$ cat config.mk
export PLATFORM = sky130hd
export DESIGN_NAME = fetch_unit
export DESIGN_NICKNAME = d
export VERILOG_FILES = /design/src/rtl/riscv_pkg.sv /design/src/rtl/pc_next.sv /design/src/rtl/fetch_unit.sv
export SDC_FILE = /design/constraint.sdc
export NUM_CORES = 1
export LEC_CHECK = 0
export ABC_AREA = 0
export ABC_CLOCK_PERIOD_IN_PS = 3420
export CAP_MARGIN = 5
export CORE_ASPECT_RATIO = 0.7
export CORE_MARGIN = 3
export CORE_UTILIZATION = 39
export CTS_CLUSTER_DIAMETER = 200
export DETAILED_ROUTE_END_ITERATION = 6
export GPL_TIMING_DRIVEN = 0
export PLACE_DENSITY = 0.87
export SLEW_MARGIN = 20
export SYNTH_ARGS = -nofsm -noshare
export SYNTH_HDL_FRONTEND = slang
export SYNTH_SLANG_ARGS = --single-unit
$ cat constraint.sdc
create_clock -name clk -period 3.42 [get_ports clk]
set_clock_uncertainty 0.1 [all_clocks]
set_input_delay 0.342 -clock clk [delete_from_list [all_inputs] [get_ports clk]]
set_output_delay 0.342 -clock clk [all_outputs]
set_load 0.02 [all_outputs]
$ cat src/rtl/riscv_pkg.sv
// Shared RISC-V definitions: opcode constants, fetch-state encoding and the
// legal-opcode test used by both the fetch unit and the control unit.
package riscv_pkg;

   localparam int XLEN_DEFAULT = 32;

   localparam logic [6:0] OP_REG    = 7'b0110011;
   localparam logic [6:0] OP_IMM    = 7'b0010011;
   localparam logic [6:0] OP_LOAD   = 7'b0000011;
   localparam logic [6:0] OP_STORE  = 7'b0100011;
   localparam logic [6:0] OP_BRANCH = 7'b1100011;

   // addi x0, x0, 0 -- presented to decode until the first real fetch lands
   localparam logic [31:0] NOP_INSTR = 32'h0000_0013;

   typedef enum logic [1:0] {
      IDLE  = 2'd0,
      REQ   = 2'd1,
      ISSUE = 2'd2,
      HALT  = 2'd3
   } fetch_state_e;

   function automatic logic is_legal_opcode(input logic [6:0] op);
      logic legal;
      case (op)
         OP_REG, OP_IMM, OP_LOAD, OP_STORE, OP_BRANCH: legal = 1'b1;
         default:                                      legal = 1'b0;
      endcase
      return legal;
   endfunction

endpackage

$ cat src/rtl/pc_next.sv
// Next-PC selection: sequential pc+4 (wrapping) or a taken branch target,
// plus a flag for word-misaligned targets.
module pc_next
   import riscv_pkg::*;
#(
   parameter int XLEN = XLEN_DEFAULT
) (
   input  logic [XLEN-1:0] i_pc,
   input  logic            i_branch_taken,
   input  logic [XLEN-1:0] i_branch_target,
   output logic [XLEN-1:0] o_next_pc,
   output logic            o_misaligned
);

   logic [XLEN-1:0] w_pc_plus4;

   // Truncation to XLEN gives the modulo-2^XLEN wrap at the top of memory.
   assign w_pc_plus4   = i_pc + XLEN'(4);
   assign o_next_pc    = i_branch_taken ? i_branch_target : w_pc_plus4;
   assign o_misaligned = i_branch_taken && (i_branch_target[1:0] != 2'b00);

endmodule

$ cat src/rtl/fetch_unit.sv
// Instruction fetch: requests the word at pc, validates its opcode, holds it
// for execute until retire, then advances or redirects; halts on any fault.
module fetch_unit
   import riscv_pkg::*;
#(
   parameter int              XLEN     = 32,
   parameter logic [XLEN-1:0] RESET_PC = '0
) (
   input  logic            clk,
   input  logic            rst,
   output logic            imem_req,
   output logic [XLEN-1:0] imem_addr,
   input  logic            imem_ack,
   input  logic [XLEN-1:0] imem_rdata,
   output logic [XLEN-1:0] instr,
   output logic [6:0]      opcode,
   output logic [XLEN-1:0] pc,
   output logic            instr_valid,
   input  logic            retire,
   input  logic            branch_taken,
   input  logic [XLEN-1:0] branch_target,
   output logic            halted
);

   fetch_state_e    r_state;
   logic [XLEN-1:0] r_pc;
   logic [XLEN-1:0] r_instr;
   logic            r_halted;
   logic            r_imem_req;
   logic            r_instr_valid;

   logic [XLEN-1:0] w_next_pc;
   logic            w_misaligned;

   pc_next #(
      .XLEN (XLEN)
   ) u_pc_next (
      .i_pc            (r_pc),
      .i_branch_taken  (branch_taken),
      .i_branch_target (branch_target),
      .o_next_pc       (w_next_pc),
      .o_misaligned    (w_misaligned)
   );

   // NOTE: all state uses non-blocking assignments so every register samples
   // pre-edge values; blocking here would make results depend on statement order.
   always_ff @(posedge clk) begin
      if (rst) begin
         r_state       <= IDLE;
         r_pc          <= RESET_PC;
         r_instr       <= NOP_INSTR;
         r_halted      <= 1'b0;
         r_imem_req    <= 1'b0;
         r_instr_valid <= 1'b0;
      end else begin
         case (r_state)
            IDLE: begin
               r_state    <= REQ;
               r_imem_req <= 1'b1;
            end
            REQ: begin
               if (imem_ack) begin
                  r_instr    <= imem_rdata;
                  r_imem_req <= 1'b0;
                  if (is_legal_opcode(imem_rdata[6:0])) begin
                     r_state       <= ISSUE;
                     r_instr_valid <= 1'b1;
                  end else begin
                     r_state  <= HALT;
                     r_halted <= 1'b1;
                  end
               end
            end
            ISSUE: begin
               if (retire) begin
                  r_instr_valid <= 1'b0;
                  // A misaligned redirect faults without touching pc.
                  if (w_misaligned) begin
                     r_state  <= HALT;
                     r_halted <= 1'b1;
                  end else begin
                     r_pc       <= w_next_pc;
                     r_state    <= REQ;
                     r_imem_req <= 1'b1;
                  end
               end
            end
            HALT: begin
               r_state <= HALT;
            end
            default: begin
               r_state <= HALT;
            end
         endcase
      end
   end

   // Handshake outputs are masked by rst so nothing is requested or issued
   // during the reset cycle itself, before the registers clear.
   assign imem_req    = r_imem_req & ~rst;
   assign instr_valid = r_instr_valid & ~rst;
   assign imem_addr   = r_pc;
   assign pc          = r_pc;
   assign instr       = r_instr;
   assign opcode      = r_instr[6:0];
   assign halted      = r_halted;

endmodule

==> results.txt <==
Pre-antenna DRT Iters: 7
period utilisation layout: 87.4%
Setup Buffers After CTS: 0
clock sinks: 69
initial core utilization: 40.4%
Synth area leader: dfxtp_1
syn_nets: 550
hold path cells: 2
Inserted Clock Buffers: 9
Mapped Cells: 480
DRC violations left: 0
synthesized cell area: 3690 um^2
I/O pins: 175
Initial DRC Count: 502
clk slew on worst S/H paths: 0.06 ns
startpoint type of the worst setup path: primary input
Die H: 87.4 um
kind of critical path: in2out
Avg Inst Size Synth: 7.69 um^2
vias in the first global route: 4134
final hold viol count: 0
GPL Wtd Cong: 0.956
register area share after synthesis: 37.4%
number of max-slew violations in the final report: 0
peak supply drop: 196 uV
# rows: 29
CP required: 2.98 ns
multi-input logic area: 1890 um^2
Post-synth ARST share: 0%
CTS Root Cell: clkbuf_16
top cell type's share of synthesized area: 37.4%
setup tns final: 0 ns
FF+latch count, synth: 69
gr ovfl total: 0
CP max FO: 10
CTS max path bufs: 2
FMAX: 335 MHz
FF+latch area: 1380 um^2
fin cells: 793
layout cells sized above 1: 10.0%
nets@finish: 734
Core Region: 9140 um^2
Port Buffers: 173
via count: 4294
Area contributors post-synth: dfxtp_1, nand2_1, buf_4
Die Wd: 122 um
final core utilization: 64.0%
CTS tree: built
outcome: completed
Hold Buf Count CTS: 0
Post-Route WL: 13600 um
DPL Wire Length: 10200 um
CP Capture Type: output pin
Worst Reg-to-Reg Cells: 5
Layout Area Growth over Synthesis: 58.6%
Clock Latency Late Sink: 0.33 ns
number of enable-type register cells in the synthesized netlist: 0
first-pass GRT wire length: 21000 um
min-delay worst type: reg2reg
unrepaired setup endpoints after global routing: no
min cycle time layout: 2.99 ns
number of distinct library cells after synthesis: 51
Max Cap Violations: 0
final hold slack: 0.356 ns
measured slew at the worst slew-check pin: 0.687 ns
Filler cells: 757
Die Area: 10700 um^2
ys flop type: dfxtp_1
YS warnings: 0
Slew headroom: 54.2%
endpoints failing setup: 0
Leakage: 2.10 nW
global-route usage over all layers: 24.9%
Data arrival, critical path: 2.55 ns
Antenna Cells: 0
drt wl/cell: 17.1 um
PostCTS Resize Cnt: 0
pin count of the biggest net entering global routing: 14
Post-Place Cells: 777
H-tree depth: 3
initial antenna violation count: 0
Pwr Density: 347 nW/um^2
Via density: 5.41
number of antenna-violating nets in the routed design: 0
[path summary, 6_finish.rpt]
| kind | slack [ns] | end | from |
|---|---|---|---|
| max reg2reg | 0.99 | imem_addr[21] | imem_addr[4] |
| min | 0.36 | instr[30] | instr[30] |
| min reg2reg | 0.36 | instr[30] | instr[30] |
| max | 0.43 | instr_valid | rst |
[power by group]
| part | leakage, nW | switching, mW | internal [mW] |
|---|---|---|---|
| clock | 0.122 | 0.367 | 0.496 |
| sequential | 0.561 | 0.0210 | 0.831 |
| combinational | 1.42 | 0.154 | 0.165 |
[kinds of logic (layout without fill, tap and decap cells)]
logic type / Yosys count / count (layout) / synth area share (%)
AO/OA/AOI/OAI: 115 / 115 / 18.7
XOR/XNOR: 6 / 6 / 1.63
adder cells (fa/ha/maj): 1 / 1 / 0.339
buffers and inverters: 73 / 262 / 11.4
flip-flops: 69 / 69 / 37.4
multiplexers: 5 / 5 / 1.46
AND/OR/NAND/NOR: 211 / 211 / 29.0
[critical path, cell delays in order]
cell             delay [ns]
clkdlybuf4s50_1        0.47
clkbuf_1               0.46
buf_1                  0.57
nor2b_1                0.13
clkdlybuf4s50_1        0.58
[through the flow]
step / power, mW / worst slack [ns] / instance area (um^2)
2_1_floorplan: 1.00 / 1.16 / 3690
3_3_place_gp: 1.18 / 0.533 / 5580
3_5_place_dp: 1.18 / 0.529 / 5580
4_1_cts: 2.03 / 0.504 / 5860
5_1_grt: 2.10 / 0.365 / 5860
6_report: 2.03 / 0.432 / 5860
[area by class of cell]
type	instances	share of cell area (%)
Buffer	67	6.79
Clock buffer	10	3.91
Clock inverter	6	0.812
Inverter	6	0.385
Multi-Input combinational cell	338	32.3
Sequential cell	69	23.6
Tap cell	124	2.65
Timing Repair Buffer	173	29.6
[synth_stat cells, drive strengths merged (6+ instances only)]
cell and n:
nand2 88, dfxtp 69, a21oi 52, buf 41
clkbuf 26, nor2 25, nand3 17, o21ai 17
and3 15, nor3 12, nand4 10, a31oi 9
nand3b 9, and2 7, nor2b 7, or3 7
a22oi 6, inv 6, o22ai 6
[cell usage in the layout, fill, tap and decap left out, drive strengths merged, types with 10 or more instances in the layout]
cell type / synthesis / routed
a21oi: 52 / 52
dfxtp: 69 / 69
clkdlybuf4s50: 0 / 173
nor3: 12 / 12
nand2: 88 / 88
nand4: 10 / 10
nand3: 17 / 17
buf: 41 / 41
nor2: 25 / 25
and3: 15 / 15
clkbuf: 26 / 36
o21ai: 17 / 17
[sequential cells by signal, summed over array words and instances (netlist names)]
register,flops
r_instr_valid,1
instr,32
halted,1
r_state,2
r_imem_req,1
imem_addr,32
[routing by layer]
metal | GRT usage (%) | up-vias | routed length, um
met5 | 0 | - | 0
met4 | 8.33 | 0 | 252
met3 | 6.36 | 34 | 1430
met2 | 40.2 | 259 | 6360
met1 | 32.7 | 1981 | 5520
li1 | - | 2020 | -
Power figures use the tool's default switching activity.
